**config.mk**
```make
export PLATFORM = sky130hd
export DESIGN_NAME = cpu_sequencer
export DESIGN_NICKNAME = d
export VERILOG_FILES = /design/src/rtl/cpu_pkg.sv /design/src/rtl/sat_counter.sv /design/src/rtl/cpu_sequencer.sv
export SDC_FILE = /design/constraint.sdc
export NUM_CORES = 1
export LEC_CHECK = 0
export BUFFER_PORTS_ARGS = -buffer_cell sky130_fd_sc_hd__buf_4
export CAP_MARGIN = 20
export CELL_PAD_IN_SITES_DETAIL_PLACEMENT = 0
export CELL_PAD_IN_SITES_GLOBAL_PLACEMENT = 1
export CORE_UTILIZATION = 42
export DETAILED_ROUTE_END_ITERATION = 16
export PLACE_DENSITY_LB_ADDON = 0.1
export SYNTH_ARGS = -nofsm -noshare
export SYNTH_HDL_FRONTEND = slang
export SYNTH_HIERARCHICAL = 1
export SYNTH_SLANG_ARGS = --single-unit
```
**constraint.sdc**
```tcl
create_clock -name clk -period 5.71 [get_ports clk]
set_input_delay 0.8565 -clock clk [delete_from_list [all_inputs] [get_ports clk]]
set_output_delay 0.8565 -clock clk [all_outputs]
set_load 0.02 [all_outputs]
```
**src/rtl/cpu_pkg.sv**
```systemverilog
// Shared definitions for the multi-cycle instruction sequencer: phase encoding
// and instruction size.
package cpu_pkg;

  typedef enum logic [2:0] {
    ST_FETCH     = 3'd0,
    ST_DECODE    = 3'd1,
    ST_EXECUTE   = 3'd2,
    ST_MEMORY    = 3'd3,
    ST_WRITEBACK = 3'd4,
    ST_HALTED    = 3'd5
  } state_e;

  localparam int unsigned INSTR_BYTES = 4;
  localparam int unsigned INSTR_W     = 32;

endpackage

```
**src/rtl/sat_counter.sv**
```systemverilog
// Up-counter that sticks at all-ones instead of wrapping; used to count
// retired instructions.
module sat_counter #(
  parameter int WIDTH = 16
) (
  input  logic             clk,
  input  logic             nreset,
  input  logic             clear,
  input  logic             inc,
  output logic [WIDTH-1:0] count
);

  logic [WIDTH-1:0] count_q;

  // NOTE: sequential state uses non-blocking (<=) so every flop samples the
  // pre-edge values; blocking here would create order-dependent simulation.
  always_ff @(posedge clk or negedge nreset) begin
    if (!nreset) begin
      count_q <= '0;
    end else if (clear) begin
      count_q <= '0;
    end else if (inc && (count_q != '1)) begin
      count_q <= count_q + WIDTH'(1);
    end
  end

  assign count = count_q;

endmodule

```
**src/rtl/cpu_sequencer.sv**
```systemverilog
// Multi-cycle FETCH/DECODE/EXECUTE/MEMORY/WRITEBACK control sequencer with a
// registered request interface and a saturating retired-instruction count.
module cpu_sequencer
  import cpu_pkg::*;
#(
  parameter int                ADDR_W   = 32,
  parameter logic [ADDR_W-1:0] RESET_PC = '0,
  parameter int                CNT_W    = 16
) (
  input  logic               clk,
  input  logic               nreset,
  output logic               imem_req,
  output logic [ADDR_W-1:0]  imem_addr,
  input  logic               imem_ack,
  input  logic [31:0]        imem_rdata,
  output logic [31:0]        instr,
  input  logic               need_mem,
  input  logic               do_wb,
  input  logic               branch_taken,
  input  logic [ADDR_W-1:0]  branch_target,
  output logic               dmem_req,
  input  logic               dmem_ack,
  input  logic               halt,
  output logic               reg_we,
  output logic [ADDR_W-1:0]  pc,
  output logic [2:0]         phase,
  output logic [CNT_W-1:0]   retired,
  output logic               halted
);

  state_e               state_q;
  logic [ADDR_W-1:0]    pc_q;
  logic [ADDR_W-1:0]    target_q;
  logic [INSTR_W-1:0]   instr_q;
  logic                 need_mem_q;
  logic                 do_wb_q;
  logic                 taken_q;
  logic                 imem_req_q;
  logic                 dmem_req_q;
  logic                 reg_we_q;

  logic [ADDR_W-1:0]    seq_pc;
  logic                 retire;

  assign seq_pc = pc_q + ADDR_W'(INSTR_BYTES);
  assign retire = (state_q == ST_WRITEBACK);

  // NOTE: every control register sits on the asynchronous reset so a reset
  // mid-transaction drops the requests immediately, without waiting for clk.
  always_ff @(posedge clk or negedge nreset) begin
    if (!nreset) begin
      state_q    <= ST_FETCH;
      pc_q       <= RESET_PC;
      target_q   <= '0;
      instr_q    <= '0;
      need_mem_q <= 1'b0;
      do_wb_q    <= 1'b0;
      taken_q    <= 1'b0;
      imem_req_q <= 1'b0;
      dmem_req_q <= 1'b0;
      reg_we_q   <= 1'b0;
    end else begin
      // reg_we is a one-cycle strobe; only the WRITEBACK entry raises it.
      reg_we_q <= 1'b0;
      case (state_q)
        ST_FETCH: begin
          // The request register lags state by a cycle after reset, so an
          // ack is only honoured once the request is actually visible.
          imem_req_q <= 1'b1;
          if (imem_req_q && imem_ack) begin
            instr_q    <= imem_rdata;
            imem_req_q <= 1'b0;
            state_q    <= ST_DECODE;
          end
        end
        ST_DECODE: begin
          state_q <= ST_EXECUTE;
        end
        ST_EXECUTE: begin
          need_mem_q <= need_mem;
          do_wb_q    <= do_wb;
          taken_q    <= branch_taken;
          target_q   <= {branch_target[ADDR_W-1:2], 2'b00};
          if (need_mem) begin
            dmem_req_q <= 1'b1;
            state_q    <= ST_MEMORY;
          end else begin
            reg_we_q <= do_wb;
            state_q  <= ST_WRITEBACK;
          end
        end
        ST_MEMORY: begin
          if (dmem_ack || !need_mem_q) begin
            dmem_req_q <= 1'b0;
            reg_we_q   <= do_wb_q;
            state_q    <= ST_WRITEBACK;
          end
        end
        ST_WRITEBACK: begin
          pc_q <= taken_q ? target_q : seq_pc;
          if (halt) begin
            state_q <= ST_HALTED;
          end else begin
            imem_req_q <= 1'b1;
            state_q    <= ST_FETCH;
          end
        end
        ST_HALTED: begin
          state_q <= ST_HALTED;
        end
        default: begin
          imem_req_q <= 1'b0;
          dmem_req_q <= 1'b0;
          state_q    <= ST_FETCH;
        end
      endcase
    end
  end

  sat_counter #(
    .WIDTH (CNT_W)
  ) u_retired (
    .clk    (clk),
    .nreset (nreset),
    .clear  (1'b0),
    .inc    (retire),
    .count  (retired)
  );

  assign imem_req  = imem_req_q;
  assign imem_addr = pc_q;
  assign instr     = instr_q;
  assign dmem_req  = dmem_req_q;
  assign reg_we    = reg_we_q;
  assign pc        = pc_q;
  assign phase     = state_q;
  assign halted    = (state_q == ST_HALTED);

endmodule

```
After elaboration in Yosys (flattened, before gate mapping)
Cells that the tools add are included.
- output and inout bits: 119
- logic and storage cells: 51
- bits in registers: 119
- bits of input ports: 72
- mux-type cells: 15
- equality and inequality tests: 10
- bitwise logic cells: 2
- reductions and logical operators: 11
- $add $sub $neg: 2
- operators with widths (cell ; count):
    32-bit by 3-bit adder with 32-bit output (second input constant) ; 1
    32-bit 2-to-1 mux ; 1
    3-bit case mux with 6 select lines ; 1
    16-bit by 1-bit adder with 16-bit output (second input constant) ; 1
    16-bit != test (second input constant) ; 1
    3-bit 2-to-1 mux ; 4
    2-bit != test (second input constant) ; 4
    4-bit OR reduction ; 2
    3-bit by 2-bit == test with 1-bit output (second input constant) ; 2
    3-bit == test (second input constant) ; 2
    1-bit 2-to-1 mux ; 6
    1-bit case mux with 3 select lines ; 2
    2-bit AND reduction ; 3
    3-bit by 1-bit == test with 1-bit output (second input constant) ; 1
    3-bit zero test ; 1
    3-bit AND reduction ; 1
    1-bit logical AND ; 2
    1-bit NOT ; 2
    1-bit case mux with 2 select lines ; 1
    1-bit zero test ; 1
    1-bit logical OR ; 1

Logic depth before layout (Yosys ltp)
- word-level depth: 4
- depth in mapped cells: 10
- gate-level depth less buffers: 6

By module
Netlist, hierarchy kept.
- modules (own cells, without submodules) (module ; times used ; area an instance (um^2) ; seq. area each (um^2) ; cells an instance):
    cpu_sequencer ; 1 ; 4998.5 ; 2527.4 ; 467
    sat_counter ; 1 ; 942.2 ; 400.4 ; 98

Worst setup path after synthesis
Ideal clock, no wire load.
- path kind: register -> register
- start: register state_q[1] (netlist: phase[1])
- end: register u_retired.count_q[3] (netlist: u_retired/count[3])
- cell stages (with the launch flop): 10
- setup time: 77 ps
- buffers on the path: 4
- clock period less this slack: 2599 ps
- data required time: 5633 ps
- path slack: 3111 ps
- arrival time: 2522 ps
- path through: dfrtp_1 or3b_1 clkbuf_1 inv_2 clkbuf_1 buf_2 inv_1 clkbuf_1 or4_2 a21oi_1
- word-level cells in the longest chain between the ends: 2
- RTL lines (element ; line ; text):
    start: declaration ; cpu_sequencer.sv:31 ; state_e state_q;
    start signal: assignment ; cpu_sequencer.sv:52 ; state_q <= ST_FETCH;
    start signal: assignment ; cpu_sequencer.sv:73 ; state_q <= ST_DECODE;
    start signal: assignment ; cpu_sequencer.sv:77 ; state_q <= ST_EXECUTE;
    3-bit == test ; cpu_sequencer.sv:46 ; assign retire = (state_q == ST_WRITEBACK);
    net retire ; cpu_sequencer.sv:43 ; logic retire;
    1-bit logical AND ; sat_counter.sv:22 ; end else if (inc && (count_q != '1)) begin
    end signal: assignment ; sat_counter.sv:23 ; count_q <= count_q + WIDTH'(1);
    end: declaration ; sat_counter.sv:13 ; logic [WIDTH-1:0] count_q;
The timed path passes the listed nets, and every way through them passes these cells.
A chain may end at the register's enable or synchronous reset.

Final worst setup path
- start: register state_q[0] (netlist: phase[0])
- end: register u_retired.count_q[3] (netlist: u_retired/count[3])
- word-level cells in the longest chain between the ends: 2
- RTL lines (element ; line):
    3-bit == test ; cpu_sequencer.sv:46
    1-bit logical AND ; sat_counter.sv:22
No other way between the ends.

==> qor.txt <==
status = finished clean
antenna-violating nets left = 0
register area share after synthesis = 49.3%
vias in the first global route = 4655
clk root buf = clkbuf_16
Final Power = 4.31 mW
Setup TNS = 0 ns
largest net degree at the start of global routing = 61
mapped cell area = 0.00594 mm^2
Area Overhead vs Synth = 30.6%
Reg2Reg Setup Slack = 2.52 ns
input/output buffers = 184
floorplan row count = 43
Final Skew = 0.00639 ns
H-tree depth = 4
Sequential Power Share = 34.8%
leading cell types in the layout, fill and taps excluded = buf_4, dfrtp_1, a21oi_1
die width = 121 um
relative slew slack = 33.4%
maximum VDD drop = 0.318 mV
WP data arrival = 3.53 ns
CTS Hold Bufs = 0
RD Place Congestion = 0.808
Synth Flop Type = dfrtp_1
worst hold-check path type = flop to flop
LEAKAGE = 3.51 nW
Synth Register Bits = 117
drc violations = 0
Worst Tran Pin Value = 0.996 ns
commonest non-fill, non-tap cell in the layout = buf_4
P per Cell Area = 556 mW/mm^2
Hold Violations, Final = 0
number of antenna violations at the first check in global routing = 0
Post-synth EDFFs = 0
clock slew at reported path FFs = 0.05 ns
YS warnings = 6
CP startpoint kind = flop
vias per cell = 5.42
Setup-failing EPs final = 0
filler cell count = 1225
Net Sw Frac = 38.8%
layout cells sized above 1 = 36.8%
final WL = 14700 um
Post-Synthesis Cells = 565
max cap viols = 0
RSZ-0062 raised after global routing = false
I/O pin count = 191
CP Capture Type = flop
routed wire length per instance = 16.3 um
combinational fraction of design power = 41.6%
Post-CTS Setup Bufs = 0
Unique masters post-synth = 60
Antenna diodes = 0
Sw Pwr = 1.67 mW
crit path kind = flop to flop
min cycle time layout = 3.19 ns
detailed placer's ending HPWL = 9940 um
fraction of registers with async set/reset = 100%
total congestion overflow = 0
Pre-antenna DRT Iters = 4
Critical Path RT = 6.05 ns
fin. max-slew vios = 0
DRT iter0 DRCs = 284
Chip Height = 121 um
CTS sink cnt = 117
maximum clock rate = 313 MHz
Die Footprint = 0.0146 mm^2
Max clock buf depth = 2
P_int = 2.64 mW
total CTS buffers = 17
clock network fraction of total power = 23.6%
post_cts resized = 0
mean post-synth cell area = 10.5 um^2
Core Box Area = 0.0138 mm^2
vias = 4885
crit path max fanout = 42
TritonCTS clock tree = yes
first-pass GRT wire length = 23600 um
gr usage total = 20.7%
post-route clock period utilization = 55.9%
area of the multi-input gates = 0.00259 mm^2
final net count = 783
Reg area = 0.00293 mm^2
Starting Density = 43.0%
Worst-Skew Late Latency = 0.41 ns
[synth_stat cells, drive strengths merged, types with 9 or more instances]
cell type / number / area (um^2)
mux2: 67 / 754
a21oi: 36 / 180
and3: 15 / 93.8
dfrtp: 117 / 2930
nor3: 11 / 55.1
nand3: 28 / 145
clkbuf: 23 / 86.3
or3: 9 / 57.6
inv: 12 / 45.0
o21ai: 27 / 135
buf: 45 / 315
nand4: 19 / 131
nor2: 26 / 97.6
nand2: 33 / 124
nor2b: 10 / 62.6
nor4: 10 / 98.8
[state kept, by name (all words and copies together) (netlist names), 3 cells and up]
| signal | count |
|---|---|
| instr | 32 |
| imem_addr | 30 |
| target_q | 30 |
| u_retired/count | 16 |
| phase | 3 |
[cell families (layout without fill, tap and decap cells)]
family                     after synthesis  after routing  share of synthesized area, %
and+or+nand+nor                        184            184                          17.6
DFF                                    117            117                          49.3
AOI/OAI and AO/OA                      107            107                          11.2
buffers and inverters                   80            231                          7.52
muxes                                   74             74                          13.9
adders and majority gates                2              2                         0.421
other                                    1              6                        0.0631
[layer usage]
metal  global-route usage (%)  share of wire (%)  vias up
met5                        0                  0        -
met4                     6.64                1.3        0
met3                     7.33                7.5       15
met2                     32.4                 47      146
met1                     26.6                 44     2410
li1                         -                  -     2314
[metrics by stage]
step | setup WS, ns | hold slack, ns | utilization, % | area (um^2) | std cells
CTS | 2.51 | 0.494 | 56.1 | 7760 | 901
global route | 2.33 | 0.499 | 56.1 | 7760 | 901
floorplan | 3.11 | 0.456 | - | 5960 | 570
global placement | 2.57 | 0.476 | 52.1 | 7200 | 870
finish | 2.52 | 0.491 | 56.1 | 7760 | 901
detailed placement | 2.51 | 0.482 | 52.1 | 7200 | 870
[area by class of cell]
type                            instances  share of cell area [%]
Sequential cell                       117                    37.7
Multi-Input combinational cell        373                    33.4
Timing Repair Buffer                  188                    18.2
Clock buffer                           21                    5.80
Tap cell                              180                    2.90
Clock inverter                         10                    1.39
Inverter                               12                   0.580
[critical path: stages (launching register included)]
cell and delay [ns]:
dfrtp_1 0.53, or3b_1 0.40, buf_4 0.27, inv_2 0.53, inv_1 0.49, or4_2 0.73
a21oi_1 0.16
[power groups by stage]
stage | Sequential [mW] | Clock, mW | Combinational (mW)
after floorplan | 1.68 | 0 | 1.01
after global placement | 1.49 | 0 | 1.78
after detailed placement | 1.51 | 0 | 1.81
after CTS | 1.50 | 1.04 | 1.81
after global routing | 1.55 | 1.07 | 1.94
final | 1.50 | 1.02 | 1.79
[final timing paths]
| path | start | endpoint | cells past startpoint |
|---|---|---|---|
| setup / recovery | phase[0] | u_retired/count[3] | 6 |
| hold / removal | instr[31] | instr[31] | 1 |
| setup reg to reg | phase[0] | u_retired/count[3] | 6 |
| hold reg to reg | instr[31] | instr[31] | 1 |
| max in group asynchronous | nreset | u_retired/count[12] | 2 |
| min in group asynchronous | nreset | target_q[18] | 1 |
No activity file was read; power rests on OpenSTA's default activity.
